### src/rtl/bridge_gate_scheduler.sv
`default_nettype none
// ============================================================================
//  Module   : bridge_gate_scheduler
//  Purpose  : Half-bridge gate scheduler. Grants high-side / low-side gate
//             requests with mutual exclusion, dead-time insertion and a
//             minimum on-time. A shoot-through detection forces both gates
//             off for a retriggerable hold window; after FAULT_LIMIT faults
//             the block locks out until fault_clr.
//  Ports    : clk        - system clock, rising edge
//             rst_n      - asynchronous active-low reset
//             hi_req     - high-side on request (level)
//             lo_req     - low-side on request (level)
//             st_det     - shoot-through detected (level/pulse)
//             fault_clr  - clears lockout and fault count (1-cycle pulse)
//             hi_gate    - high-side gate drive (registered)
//             lo_gate    - low-side gate drive (registered)
//             conflict   - both requests present at a grant decision
//             fault      - high while the fault hold window is active
//             lockout    - high while locked out
//             fault_cnt  - saturating count of fault entries since last clear
//  Revision : 1.0 - initial release
// ============================================================================
module bridge_gate_scheduler #(
  parameter int CNT_W       = 8,
  parameter int DEADTIME    = 10,
  parameter int MIN_ON      = 4,
  parameter int FAULT_HOLD  = 200,
  parameter int FAULT_LIMIT = 3,
  parameter int FC_W        = 4
) (
  input  logic            clk,
  input  logic            rst_n,
  input  logic            hi_req,
  input  logic            lo_req,
  input  logic            st_det,
  input  logic            fault_clr,
  output logic            hi_gate,
  output logic            lo_gate,
  output logic            conflict,
  output logic            fault,
  output logic            lockout,
  output logic [FC_W-1:0] fault_cnt
);

  // --------------------------------------------------------------------------
  // State encoding
  // --------------------------------------------------------------------------
  localparam logic [2:0] S_DT    = 3'd0;
  localparam logic [2:0] S_IDLE  = 3'd1;
  localparam logic [2:0] S_HI_ON = 3'd2;
  localparam logic [2:0] S_LO_ON = 3'd3;
  localparam logic [2:0] S_FAULT = 3'd4;
  localparam logic [2:0] S_LOCK  = 3'd5;

  // --------------------------------------------------------------------------
  // Timer / counter constants
  // --------------------------------------------------------------------------
  localparam logic [CNT_W-1:0] TMR_ONE   = CNT_W'(1);
  localparam logic [CNT_W-1:0] TMR_MAX   = {CNT_W{1'b1}};
  localparam logic [CNT_W-1:0] DT_LAST   = CNT_W'(DEADTIME - 1);
  localparam logic [CNT_W-1:0] HOLD_LAST = CNT_W'(FAULT_HOLD - 1);
  localparam logic [CNT_W:0]   ON_ONE    = (CNT_W+1)'(1);
  localparam logic [CNT_W:0]   MIN_ON_W  = (CNT_W+1)'(MIN_ON);
  localparam logic [FC_W-1:0]  FC_ONE    = FC_W'(1);
  localparam logic [FC_W-1:0]  FC_MAX    = {FC_W{1'b1}};
  localparam logic [FC_W-1:0]  FC_LIMIT  = FC_W'(FAULT_LIMIT);

  // --------------------------------------------------------------------------
  // Internal state
  // --------------------------------------------------------------------------
  logic [2:0]       state;
  logic [2:0]       state_nxt;
  logic [CNT_W-1:0] timer;
  logic [CNT_W-1:0] timer_nxt;
  logic [CNT_W-1:0] timer_inc;
  logic [CNT_W:0]   on_cycles;
  logic             on_done;
  logic [FC_W-1:0]  cnt_nxt;
  logic [FC_W-1:0]  cnt_inc;
  logic             conflict_nxt;

  // Timer saturates instead of wrapping.
  assign timer_inc = (timer == TMR_MAX) ? timer : (timer + TMR_ONE);

  // The timer holds the number of completed on-cycles minus one while a gate
  // is high (it is zero on the entry edge), so the current decision edge
  // closes on-cycle number timer+1. Extra bit avoids overflow at saturation.
  assign on_cycles = {1'b0, timer} + ON_ONE;
  assign on_done   = (on_cycles >= MIN_ON_W);

  // Fault counter saturates at all-ones.
  assign cnt_inc = (fault_cnt == FC_MAX) ? fault_cnt : (fault_cnt + FC_ONE);

  // --------------------------------------------------------------------------
  // Next-state logic
  // --------------------------------------------------------------------------
  always_comb begin
    state_nxt    = state;
    timer_nxt    = timer_inc;
    cnt_nxt      = fault_cnt;
    conflict_nxt = 1'b0;

    if (st_det && (state != S_LOCK)) begin
      // Shoot-through has priority over every other event, including
      // fault_clr, requests and timer expiry. Re-entry from FAULT restarts
      // the hold window.
      state_nxt = S_FAULT;
      timer_nxt = '0;
      cnt_nxt   = cnt_inc;
    end else begin
      case (state)
        S_DT: begin
          if (fault_clr) begin
            cnt_nxt = '0;
          end
          if (timer == DT_LAST) begin
            state_nxt = S_IDLE;
            timer_nxt = '0;
          end
        end

        S_IDLE: begin
          if (fault_clr) begin
            cnt_nxt = '0;
          end
          if (hi_req && !lo_req) begin
            state_nxt = S_HI_ON;
            timer_nxt = '0;
          end else if (lo_req && !hi_req) begin
            state_nxt = S_LO_ON;
            timer_nxt = '0;
          end else if (hi_req && lo_req) begin
            conflict_nxt = 1'b1;
          end
        end

        S_HI_ON: begin
          if (fault_clr) begin
            cnt_nxt = '0;
          end
          // lo_req is deliberately not looked at while high side is on.
          if (on_done && !hi_req) begin
            state_nxt = S_DT;
            timer_nxt = '0;
          end
        end

        S_LO_ON: begin
          if (fault_clr) begin
            cnt_nxt = '0;
          end
          if (on_done && !lo_req) begin
            state_nxt = S_DT;
            timer_nxt = '0;
          end
        end

        S_FAULT: begin
          // fault_clr has no effect inside the hold window.
          if (timer == HOLD_LAST) begin
            state_nxt = (fault_cnt >= FC_LIMIT) ? S_LOCK : S_DT;
            timer_nxt = '0;
          end
        end

        S_LOCK: begin
          timer_nxt = timer;
          if (fault_clr) begin
            state_nxt = S_DT;
            timer_nxt = '0;
            cnt_nxt   = '0;
          end
        end

        default: begin
          // Illegal encoding: fall back to the safe dead-time state.
          state_nxt = S_DT;
          timer_nxt = '0;
        end
      endcase
    end
  end

  // --------------------------------------------------------------------------
  // State and registered outputs. Gates are decoded from a single next-state
  // value, so both can never be high in the same cycle.
  // --------------------------------------------------------------------------
  always_ff @(posedge clk or negedge rst_n) begin
    if (!rst_n) begin
      state     <= S_DT;
      timer     <= '0;
      fault_cnt <= '0;
      hi_gate   <= 1'b0;
      lo_gate   <= 1'b0;
      conflict  <= 1'b0;
      fault     <= 1'b0;
      lockout   <= 1'b0;
    end else begin
      state     <= state_nxt;
      timer     <= timer_nxt;
      fault_cnt <= cnt_nxt;
      hi_gate   <= (state_nxt == S_HI_ON);
      lo_gate   <= (state_nxt == S_LO_ON);
      conflict  <= conflict_nxt;
      fault     <= (state_nxt == S_FAULT);
      lockout   <= (state_nxt == S_LOCK);
    end
  end

endmodule
`default_nettype wire

### config.mk
export PLATFORM = sky130hd
export DESIGN_NAME = bridge_gate_scheduler
export DESIGN_NICKNAME = d
export VERILOG_FILES = /design/src/rtl/bridge_gate_scheduler.sv
export SDC_FILE = /design/constraint.sdc
export NUM_CORES = 1
export LEC_CHECK = 0
export ABC_CLOCK_PERIOD_IN_PS = 2150
export BUFFER_PORTS_ARGS = -buffer_cell sky130_fd_sc_hd__buf_2
export CAP_MARGIN = 25
export CORE_ASPECT_RATIO = 1.1
export CORE_MARGIN = 5
export CORE_UTILIZATION = 57
export DETAILED_ROUTE_END_ITERATION = 10
export PLACE_DENSITY_LB_ADDON = 0.1
export SETUP_SLACK_MARGIN = 0.2
export SYNTH_ARGS = -nofsm -noshare
export SYNTH_HDL_FRONTEND = slang
export SYNTH_SLANG_ARGS = --single-unit
### constraint.sdc
create_clock -name clk -period 2.15 [get_ports clk]
set_input_delay 0.215 -clock clk [delete_from_list [all_inputs] [get_ports clk]]
set_output_delay 0.215 -clock clk [all_outputs]
set_load 0.01 [all_outputs]
# Word-level counts from Yosys, hierarchy flattened
# Index checks and enable logic that the tools add are counted.
# word_totals
out_inout_bits	9
reg_bits	20
elab_cells	71
input_bits	6
# classes
n_mux	29
eq_ne	16
n_reduce_logical	13
addsub	3
n_lt_le_gt_ge	2
# op_table
operator	count
$mux W8	9
$pmux W8 S6	1
$mux W3	9
$pmux W3 S6	1
$eq A8 B8 Y1 const B	2
$mux W4	4
$eq A3 B2 Y1 const B	4
$eq A3 B3 Y1 const B	4
$add A8 B1 Y9 const B	1
$ge A9 B3 Y1 const B	1
$add A8 B1 Y8 const B	1
$eq A8 B4 Y1 const B	1
$logic_and A1 B1 Y1	6
$ne A3 B3 Y1 const B	2
$mux W1	5
$reduce_or A5 Y1	1
$add A4 B1 Y4 const B	1
$eq A4 B4 Y1 const B	1
$ge A4 B2 Y1 const B	1
$reduce_bool A2 Y1	2
$eq A3 B1 Y1 const B	1
$logic_not A3 Y1	1
$reduce_and A3 Y1	1
$logic_not A1 Y1	2
$ne A2 B2 Y1 const B	1

# Longest topological paths before layout
# depth
depth_word	7
mapped_depth	8
depth_no_buf	7

# Worst setup path after synthesis
# No wires, ideal clock.
# synth_path
kind	register to register
from	register timer[0]
to	register lockout
path_stages_with_launch	8
path_buffers	0
path_slack_ps	305
setup_ps	67
synth_period_minus_slack_ps	1845
t_arrival_ps	1778
required_time_ps	2083
cell_sequence	dfrtp_1 > ha_1 > and2_4 > o21ai_0 > a31o_4 > nand4_2 > a311oi_2 > and3_1
# synth_between
elab_chain_cells	7
word_cells_on_any_way	13
classes_between	add/sub (1); order compare (1); eq/ne (3); mux (6); reduce/logical (2)
# synth_lines
element	line	source
start: declaration	73	logic [CNT_W-1:0] timer;
start signal: assignment	200	timer <= timer_nxt;
$add A8 B1 Y9	88	assign on_cycles = {1'b0, timer} + ON_ONE;
$ge A9 B3 Y1	89	assign on_done = (on_cycles >= MIN_ON_W);
$logic_and A1 B1 Y1 (on tied branches)	152, 142	
$mux W3 (on tied branches)	152, 142	
$pmux W3 S6 (*)	111	case (state)
$mux W3 (*)	103	if (st_det && (state != S_LOCK)) begin
named net state_nxt[0]	72	logic [2:0] state_nxt;
$eq A3 B3 Y1 (*)	206	lockout <= (state_nxt == S_LOCK);
end signal: assignment	206	
end: declaration	41	output logic lockout,
# The timed path passes the listed nets; every way through them passes the cells marked *.
# A chain may end at the register's enable or synchronous reset.

# Final worst setup path
# Same ends and word-level chain as after synthesis.

==> results.md <==
- Result of the run: complete, no violations
- Largest cells by area after synthesis: dfrtp_1 37%, nand2_1 4.2%, a31oi_1 3.7%
- Initial Util: 59.6%
- Switching power total: 0.274 mW
- Routed wire length: 3.41 mm
- Number of global-route vias before repair: 1132
- Cell internal power dissipation: between 0.5 and 0.6 mW
- Final instance area: 0.00167 mm2
- Cells traversed along the worst timing path: and3_1, a311oi_2, a31o_4, nand4_2, a311oi_2, and3_1
- Proportion of layout cells with a drive suffix above 1: 38.5%
- Worst-case headroom to the max-slew limit: 60.4%
- Worst slack on hold paths: 0.189 ns
- Final HPWL from detailed placement: about 2.2 mm
- Setup crit start kind: register
- Setup slack after placement: 0.124 ns
- Ratio of final minimum period to clock period: 88.5%
- Synth warnings: 0
- Total cell area at the placement stage: 0.00144 mm2
- Share of the core filled with cells: 74.0%
- Number of synthesized register bits: 20
- Number of H-tree levels: 1
- Die Area: about 0.0034 mm2
- Clock transition time at the flip-flop clock pins of the worst setup and hold paths: 0.11 ns
- Max Fclk: 0.525 GHz
- Slew @ Worst Pin: 0.592 ns
- Routability-driven placement congestion ratio: 0.944
- Diodes inserted: 0
- Pin count of the biggest net entering global routing: 21
- Aggregate global-route resource usage: 18.8%
- Starting DRC count in detailed routing: 79
- Post-synthesis instance total: 147
- Top cell type's share of synthesized area: 37.3%
- Setup crit end kind: register
- PnR worst setup slack: 0.247 ns
- Share of async-settable or async-resettable flops after synthesis: 100%
- CTS Buffer Depth: 2
- Global-route wire length before repair: 5.11 mm
- Die Height: 60.9 um
- Mapped cell area: 0.00134 mm2
- CTS tree: yes
- Core region area: approximately 0.0023 mm2
- Final std cells w/o fill: 204
- Clk_skew: 0.0136 ns
- Clock insertion delay at the later pin of the skew report: 0.30 ns
- Avg WL per Cell: 16.7 um
- Slew Limit Fails: 0
- Max-Cap Viols: 0
- Unrepaired setup endpoints after global routing: yes
- Power density over the cells: 514 mW/mm2
- Number of buffers added by the clock tree synthesis step: 3
- Required @ worst endpoint: around 2.4 ns
- Critical-path top delay cell: dfrtp_2
- Placed cell count: 186
- Peak supply drop: 0.000377 V
- CTS root buf: clkbuf_4
- Final hold viol count: 0
- Syn-to-layout area delta: 24.1%
- Part of the power in combinational logic: 24.6%
- Library cell occupying the most area in the post-synthesis netlist: dfrtp_1
- Slowest Stage Delay on Critical Path: ~0.45 ns
- Setup violation total in the final timing report: 0
- Net count after synthesis: between 150 and 200
- Rows: 18
- Mean Syn Cell Area: 9.13 um2
- Share of synthesized area occupied by flip-flops and latches: 37.3%
- Number of synthesized flops with an enable pin: 0
- Pre-antenna DRT Iters: 4
- Detail-routed via count per cell: about 6.4
- Worst min path class: in2reg
- Number of vias after detailed routing: 1303
- Die outline width: approximately 56 um
- Leak Pwr: just over 0.7 nW
- Total negative setup slack: 0 ns
- PortBufs: 14
- Power consumption: 0.857 mW
- Boundary pin count: 15
- Power share of the clock group: 20.2%
- Arr. time, crit path: between 2 and 2.5 ns
- Total overflow reported by the global router: 0
- Sw frac: a little under a third
- Dominant register cell in the synthesized netlist: dfrtp_1
- Antenna-violating nets left: 0
- Fin nets: 185
- Number of remaining DRC errors: 0
- Count of different cell masters after synthesis: 50
- CP Class: reg2reg
- Min Tclk post-route: 1.90 ns
- Largest driver fanout on the critical path: 4
- Clock tree sinks: 20
- Number of antenna violations at the first check in global routing: 0
- Sequential Power Share: 55.1%
==> power groups by stage <==
stage | Sequential [mW] | Combinational, mW | Clock, mW
final | 0.473 | 0.211 | 0.174
after global routing | 0.481 | 0.237 | 0.198
after CTS | 0.470 | 0.194 | 0.185
after detailed placement | 0.478 | 0.185 | 0
after global placement | 0.473 | 0.179 | 0
after floorplan | 0.483 | 0.104 | 0
==> layer usage <==
layer / GRT usage (%) / share of wire, % / vias up
met3: 3.19 / 5.7 / 4
met2: 33.7 / 52 / 50
met5: 0 / 0 / -
met4: 7.80 / 0.67 / 0
li1: - / - / 610
met1: 22.7 / 41 / 639
==> cell families after synthesis <==
group / share of synthesized area, %
compound gates: 24.0
flops: 37.3
fa+ha+maj: 2.80
xor+xnor: 3.26
simple gates: 26.2
mux: 2.33
buf+inv: 4.10
==> cell type report <==
cell class                 count  area [um2]
clock buffer                   3        22.5
fill                         178         586
inverter                       3        11.3
multi-input combinational    116         875
sequential                    20         512
tap                           30        37.5
timing repair buffer          32         209
==> sequential cells by signal, summed over array words and instances (netlist names) <==
register	count
timer	8
fault_cnt	4
state	3
lockout	1
lo_gate	1
hi_gate	1
fault	1
conflict	1
==> placed cells by master, fill, tap and decap left out, drive strengths merged, types with 2 or more instances in the layout <==
| master | instances |
|---|---|
| and2 | 3 |
| o31ai | 2 |
| nor4 | 2 |
| nand2 | 15 |
| nand2b | 2 |
| a41oi | 2 |
| nor2b | 5 |
| or3 | 2 |
| xnor2 | 4 |
| a31o | 3 |
| a311oi | 2 |
| mux2i | 2 |
| dfrtp | 20 |
| ha | 3 |
| buf | 30 |
| o211ai | 2 |
| a21o | 2 |
| or2 | 2 |
| nor2 | 12 |
| and3 | 5 |
| o21ai | 8 |
| nand3 | 6 |
| o32ai | 2 |
| a31oi | 8 |
| a21oi | 2 |
| inv | 3 |
| a41o | 2 |
| nand4 | 4 |
| clkbuf | 4 |
| a32o | 4 |
==> critical path, delay by kind of cell (launching register included) <==
family	cells	cell delay [ns]
and+or+nand+nor	3	0.58
DFF	1	0.45
AOI/OAI and AO/OA	3	0.81
==> final timing paths <==
path,startpoint,end,slack (ns),depth (start not counted)
max,timer[0],lockout,0.25,6
min,hi_req,conflict,0.19,3
max reg2reg,timer[0],lockout,0.25,6
min reg2reg,fault_cnt[1],fault_cnt[1],0.57,2
max in group asynchronous,rst_n,timer[1],1.40,2
min in group asynchronous,rst_n,fault_cnt[3],0.39,2
==> synthesized netlist by cell type (2+ instances only) <==
cell type  number
and3_1          4
nor2b_1         5
inv_1           3
nor4_1          2
or3_1           2
nand2_1        15
a41oi_1         2
mux2i_1         2
xnor2_1         4
dfrtp_1        20
a31o_2          2
ha_1            3
nand3_1         6
nand2b_1        2
nand4_1         3
a32o_1          4
nor2_1         12
o32ai_1         2
buf_2           5
clkbuf_1        3
a31oi_1         8
o31ai_1         2
o211ai_1        2
o21ai_0         8
==> what timing repair did <==
item,in CTS,in global routing
setup endpoints to repair,6,13
setup buffers,2,11
hold endpoints to repair,20,0
gates resized for setup,3,20
hold buffers,1,0
cloned,0,1
pin swaps,1,5
No activity file was read; power rests on OpenSTA's default activity.
